$ cat config.mk
export PLATFORM = sky130hd
export DESIGN_NAME = max7219_ctrl
export DESIGN_NICKNAME = d
export VERILOG_FILES = /design/src/rtl/max7219_ctrl.sv
export SDC_FILE = /design/constraint.sdc
export NUM_CORES = 1
export LEC_CHECK = 0
export BUFFER_PORTS_ARGS = -buffer_cell sky130_fd_sc_hd__buf_2
export CORE_ASPECT_RATIO = 1.2
export CORE_UTILIZATION = 56
export CTS_BUF_LIST = sky130_fd_sc_hd__clkbuf_16
export CTS_CLUSTER_SIZE = 20
export DETAILED_ROUTE_END_ITERATION = 8
export PLACE_DENSITY_LB_ADDON = 0.12
export SLEW_MARGIN = 15
export SYNTH_ARGS = -nofsm -noshare
export SYNTH_HDL_FRONTEND = slang
export SYNTH_SLANG_ARGS = --single-unit
$ cat constraint.sdc
create_clock -name clk -period 2.7 [get_ports clk]
set_clock_uncertainty 0.1 [all_clocks]
set_input_delay 0.27 -clock clk [delete_from_list [all_inputs] [get_ports clk]]
set_output_delay 0.27 -clock clk [all_outputs]
set_load 0.02 [all_outputs]
$ cat src/rtl/max7219_ctrl.sv
// ============================================================================
// max7219_ctrl : serial transmit controller for a daisy chain of MAX7219s
// Revision 1.0 : initial release
// ============================================================================
`default_nettype none

module max7219_ctrl #(
  parameter int G_MAX_NB  = 2,
  parameter int G_CLK_DIV = 4
) (
  input  logic                    clk,
  input  logic                    rst,
  input  logic                    i_start,
  input  logic [16*G_MAX_NB-1:0]  i_data,
  output logic                    o_busy,
  output logic                    o_done,
  output logic                    o_max7219_clk,
  output logic                    o_max7219_data,
  output logic                    o_max7219_load
);

  localparam int c_nbits = 16 * G_MAX_NB;
  localparam int c_div_w = (G_CLK_DIV > 1) ? $clog2(G_CLK_DIV) : 1;
  localparam int c_bit_w = $clog2(c_nbits);

  localparam logic [c_div_w-1:0] c_div_last = c_div_w'(G_CLK_DIV - 1);
  localparam logic [c_bit_w-1:0] c_bit_last = c_bit_w'(c_nbits - 1);

  localparam logic [1:0] c_st_idle  = 2'd0;
  localparam logic [1:0] c_st_shift = 2'd1;
  localparam logic [1:0] c_st_load  = 2'd2;
  localparam logic [1:0] c_st_done  = 2'd3;

  logic [1:0]         state_q, state_d;
  logic [c_nbits-1:0] shift_q, shift_d;
  logic [c_div_w-1:0] div_cnt_q, div_cnt_d;
  logic [c_bit_w-1:0] bit_cnt_q, bit_cnt_d;
  logic               phase_q, phase_d;
  logic               busy_q, busy_d;
  logic               done_q, done_d;
  logic               sclk_q, sclk_d;
  logic               sdata_q, sdata_d;
  logic               load_q, load_d;
  logic               w_phase_end;

  assign w_phase_end = (div_cnt_q == c_div_last);

  always_ff @(posedge clk or posedge rst) begin
    if (rst) begin
      state_q <= c_st_idle;
    end else begin
      state_q <= state_d;
    end
  end

  always_ff @(posedge clk or posedge rst) begin
    if (rst) begin
      shift_q   <= '0;
      div_cnt_q <= '0;
      bit_cnt_q <= '0;
      phase_q   <= 1'b0;
      busy_q    <= 1'b0;
      done_q    <= 1'b0;
      sclk_q    <= 1'b0;
      sdata_q   <= 1'b0;
      load_q    <= 1'b0;
    end else begin
      shift_q   <= shift_d;
      div_cnt_q <= div_cnt_d;
      bit_cnt_q <= bit_cnt_d;
      phase_q   <= phase_d;
      busy_q    <= busy_d;
      done_q    <= done_d;
      sclk_q    <= sclk_d;
      sdata_q   <= sdata_d;
      load_q    <= load_d;
    end
  end

  // phase_q: 0 = serial clock low half, 1 = high half; LOAD reuses both halves
  always_comb begin
    state_d   = state_q;
    shift_d   = shift_q;
    div_cnt_d = div_cnt_q;
    bit_cnt_d = bit_cnt_q;
    phase_d   = phase_q;
    case (state_q)
      c_st_idle: begin
        div_cnt_d = '0;
        bit_cnt_d = '0;
        phase_d   = 1'b0;
        if (i_start) begin
          shift_d = i_data;
          state_d = c_st_shift;
        end
      end
      c_st_shift: begin
        if (w_phase_end) begin
          div_cnt_d = '0;
          phase_d   = ~phase_q;
          if (phase_q) begin
            shift_d   = {shift_q[c_nbits-2:0], 1'b0};
            bit_cnt_d = bit_cnt_q + 1'b1;
            if (bit_cnt_q == c_bit_last) begin
              bit_cnt_d = '0;
              state_d   = c_st_load;
            end
          end
        end else begin
          div_cnt_d = div_cnt_q + 1'b1;
        end
      end
      c_st_load: begin
        if (w_phase_end) begin
          div_cnt_d = '0;
          phase_d   = ~phase_q;
          if (phase_q) begin
            state_d = c_st_done;
          end
        end else begin
          div_cnt_d = div_cnt_q + 1'b1;
        end
      end
      c_st_done: begin
        state_d = c_st_idle;
      end
      default: begin
        state_d = c_st_idle;
      end
    endcase
  end

  // Outputs are decoded from the next state so the registered pins line up with it
  always_comb begin
    busy_d  = (state_d == c_st_shift) || (state_d == c_st_load);
    done_d  = (state_d == c_st_done);
    sclk_d  = (state_d == c_st_shift) && phase_d;
    sdata_d = (state_d == c_st_shift) && shift_d[c_nbits-1];
    load_d  = (state_d == c_st_load);
  end

  assign o_busy         = busy_q;
  assign o_done         = done_q;
  assign o_max7219_clk  = sclk_q;
  assign o_max7219_data = sdata_q;
  assign o_max7219_load = load_q;

endmodule

`default_nettype wire

**Yosys cells after proc, flatten, opt, wreduce, memory -nomap -nowiden**

Cells that the tools add are included.

- Add/subtract/negate cells: 2
- Equal/unequal tests: 11
- Muxes and demuxes: 19
- Bitwise operators: 1
- Reductions and logical operators: 9

Operators by type and width:

| operator | count |
|---|---|
| $mux W32 | 3 |
| $pmux W32 S2 | 1 |
| $mux W5 | 3 |
| $mux W2 | 7 |
| $eq A2 B2 Y1 const B | 5 |
| $pmux W5 S2 | 1 |
| $pmux W2 S4 | 1 |
| $ne A2 B2 Y1 const B | 3 |
| $add A5 B1 Y5 const B | 1 |
| $eq A5 B5 Y1 const B | 1 |
| $eq A2 B1 Y1 const B | 2 |
| $pmux W2 S2 | 1 |
| $reduce_and A4 Y1 | 1 |
| $reduce_bool A2 Y1 | 2 |
| $reduce_and A3 Y1 | 1 |
| $add A2 B1 Y2 const B | 1 |
| $logic_and A1 B1 Y1 | 2 |
| $logic_not A2 Y1 | 1 |
| $pmux W1 S2 | 1 |
| $reduce_or A2 Y1 | 1 |
| $logic_or A1 B1 Y1 | 1 |
| $mux W1 | 1 |
| $not A1 Y1 | 1 |

- Register bits: 47
- Input bits: 35

**Longest topological paths before layout**

- Depth after elaboration: 7
- Mapped depth: 9

**Worst setup path after synthesis**

Ideal clock, no wire load.

- Path kind: reg2reg
- Start: register state_q[0]
- End: register shift_q[18]
- Library setup time: 0.125 ns
- Arrival: 1.758 ns
- Required time: 2.475 ns
- Slack: 0.718 ns
- Cell stages (with the launch flop): 7
- Buffers on the path: 1
- Cell sequence: dfrtp_1 inv_1 ha_1 nor2b_1 a211oi_4 buf_6 mux2_2

- Longest elaborated chain between the ends: 3

RTL lines:

| element | line | source |
|---|---|---|
| start: declaration | 34 | `logic [1:0] state_q, state_d;` |
| start signal: assignment | 50 | `state_q <= c_st_idle;` |
| start signal: assignment | 52 | `state_q <= state_d;` |
| $eq A2 B1 Y1 or $logic_not A2 Y1 (tied branches) | 87 | `case (state_q)` |
| $ne A2 B2 Y1 (no line) or $reduce_bool A2 Y1 (tied branches) | - |  |
| $reduce_and A4 Y1 (no line) | - |  |
| end signal: assignment | 68 | `shift_q <= shift_d;` |
| end: declaration | 35 | `logic [c_nbits-1:0] shift_q, shift_d;` |

Several ways; a longest one is shown, not always the timed one.
A chain may end at the register's enable or synchronous reset.

**Final worst setup path**

- Start: register state_q[0]
- End: register sdata_q (netlist: o_max7219_data)

- Longest elaborated chain between the ends: 6

RTL lines:

| element | line | source |
|---|---|---|
| $mux W2 | 104 | `if (bit_cnt_q == c_bit_last) begin` |
| $mux W2 | 101 | `if (phase_q) begin` |
| $mux W2 | 98 | `if (w_phase_end) begin` |
| $pmux W2 S4 * | 87 |  |
| named net state_d[0] | 34 |  |
| $eq A2 B1 Y1 * | 138 | `sdata_d = (state_d == c_st_shift) && shift_d[c_nbits-1];` |
| $logic_and A1 B1 Y1 * | 138 |  |
| named net sdata_d | 42 | `logic sdata_q, sdata_d;` |
| end signal: assignment | 75 | `sdata_q <= sdata_d;` |
| end: declaration | 42 |  |

The timed path passes the listed nets; every way through them passes the cells marked *.

==> impl_metrics.toml <==
[clocking]
path_clk_slew_ns = 0.06
postCtsHoldBufs = 0
root_buffer = "clkbuf_16"
cts_tree = "yes"
cts.sinks = 47
clk_latency_ns = 0.28
post_cts.repair.setup_buffers = 0
cts_buffer_depth = 2
cts-resized-gates = 0
htree_levels = 2
numCtsBuffers = 5

[placement]
gp_congestion = 0.854
dp_hpwl_um = 3110
port_buffers = 39
place_ws_ns = 0.448
place_area_sq_mm = 0.00262
dp_cells = 275

[power]
peakVddDrop_mv = 0.477
p_per_area_mw_per_mm2 = 478
p_leak_nw = 1.39

[finish]
fill_cells = 301
stdcell_count = 283
nNetsFinal = 273
antenna_cells = 0
syn_to_final_growth_pct = 14.9
post-route-util_pct = 68.5
seq_area_sq_mm = 0.00118
design_area_sq_mm = 0.00276
multi_input_area_sq_mm = 0.00113
drive_gt1_share_pct = 36.2

[detailed_routing]
vias = 1672
drc_errors = 0
drtAntennaViolNets = 0
wirelength_um = 4530
via_per_inst = 5.91
first_pass_iters = 4
wl_per_cell_um = 16.0
drtIter0Drc = 79

[synthesis]
synth.top_cell.area_share_pct = 48.9
synthTopCellsByCount = "dfrtp_1 (47), a22o_1 (33), mux2_2 (24)"
synthTopCellsByArea = "dfrtp_1 (49%), a22o_1 (12%), mux2_2 (11%)"
synth_most_common_cell = "dfrtp_1"
ys.warnings.count = 0
ys.flop_type = "dfrtp_1"
synth_seq_area_share_pct = 48.9
synth_compound_area_share_pct = 19.2
synth_edf_count = 0
synth_top_family_by_area = "compound AO/OA/AOI/OAI gates"
synth_area_leader_cell = "dfrtp_1"
synth-simple-area-share_pct = 6.61
synthArstFlopShare_pct = 100
synth_cells = 192
syn_nets = 237
syn_area_sq_mm = 0.00240
synth_cell_types = 39
synth_adder_area_share_pct = 5.20
avgSynthCellArea_sq_um = 12.5
synth_mux_area_share_pct = 15.8
synth_seq_cells = 47
synth_xor_area_share_pct = 0

[floorplan]
row_count = 25
chipWidth_um = 61.8
die_h_um = 73.8
design.core.area_sq_mm = 0.00404
start_util_pct = 59.6
dieArea_sq_mm = 0.00456
io_pins = 40

[sta]
final_max_slew_viol_count = 0
finalWorstSetupSlack_ns = 0.409
setup-violations-final = 0
rsz0062_at_grt = "no"
fin_setup_tns_ns = 0
fin_crit_ns = 2.29
worstMarginPinSlew_ns = 0.932
slew_headroom_pct = 37.8
hold_viol_final = 0
fmax_mhz = 436
fin_crit_sh_pct = 84.9

[critical_path]
max_stage_delay_ns = 0.42
arrival_ns = 2.40
critPathKind = "flop to flop"
crit_buf_inv = 1
critical_path.slowest_cell = "dfrtp_1"
critPathCaptureType = "flop"
path_cells = "inv_1 -> ha_1 -> nor2b_1 -> and2_1 -> o31ai_1 -> ha_1 -> nand2_1 -> o2bb2ai_1"
critPathLaunchType = "flop"
r2r_slack_ns = 0.41
path_max_fanout = 8
crit_top_cell = "ha_1"
critPathRequiredTime_ns = 2.81
critPathTopFamily = "adder cells"

[job]
max_cap_viol_count = 0

[global_routing]
grt_use_total_pct = 22.8
grt_max_degree = 48
first_global_vias = 1720
globalRoute.totalOverflow = 0
grt_antenna_before_repair = 0
grt_pass1_wl_um = 7560

[hold_path]
worstHoldPathType = "primary input to asynchronous set/reset pin"

[run_status]
status = "finished, final reports clean"
-- path summary, 6_finish.rpt --
kind / start / to / cells past startpoint
setup / recovery: state_q[0]$_DFF_PP0_ / o_max7219_data$_DFF_PP0_ / 8
hold / removal: rst / shift_q[13]$_DFFE_PP0P_ / 2
setup reg to reg: state_q[0]$_DFF_PP0_ / o_max7219_data$_DFF_PP0_ / 8
hold reg to reg: bit_cnt_q[4]$_DFFE_PP0P_ / bit_cnt_q[4]$_DFFE_PP0P_ / 1
max in group asynchronous: rst / shift_q[0]$_DFFE_PP0P_ / 2
min in group clk: i_data[5] / shift_q[5]$_DFFE_PP0P_ / 3
-- per-stage QoR --
step | power (mW) | hold WS [ns]
2_1_floorplan | 0.728 | 0.372
3_3_place_gp | 0.756 | 0.390
3_5_place_dp | 0.758 | 0.397
4_1_cts | 1.34 | 0.141
5_1_grt | 1.37 | 0.195
6_report | 1.32 | 0.0945
-- state kept, by name (all words and copies together), names as in the netlist --
register        cells
o_busy              1
bit_cnt_q           5
o_done              1
o_max7219_clk       1
o_max7219_load      1
state_q             2
phase_q             1
o_max7219_data      1
shift_q            32
div_cnt_q           2
-- final cells by class --
type / count / share of cell area [%]
multi-input cells: 126 / 40.7
repair buffers: 42 / 8.33
well taps: 54 / 2.44
clock buffers: 5 / 4.53
clock inverters: 3 / 0.589
flip-flops and latches: 47 / 42.6
inverters: 6 / 0.815
-- layer usage --
layer  wire [um]  track usage (%)  vias to the layer above
met5           0                0                        -
met1        1940             26.8                      843
met4         127             10.4                        0
met2        2340             38.6                       30
li1            -                -                      787
met3         122             5.46                       12
-- cell usage in the layout (no fill, tap or decap), drive strengths merged, types with 3 or more instances in the layout --
cell type	instances
dfrtp	47
buf	42
a22o	33
mux2	30
ha	10
inv	7
nand2	7
nor2b	6
o21ai	6
clkbuf	5
and3	3
nand3	3
nor2	3
and2	3
-- where the power goes --
group          internal (mW)  switching, mW
registers              0.704              0
logic                 0.0177         0.0210
clock network          0.337          0.240
total                   1.06          0.261
-- cells by family after synthesis --
family                     count (synthesis)
adders and majority gates                 10
DFF                                       47
muxes                                     32
and+or+nand+nor                           28
buffers and inverters                     19
AOI/OAI and AO/OA                         56
Power figures use the tool's default switching activity.
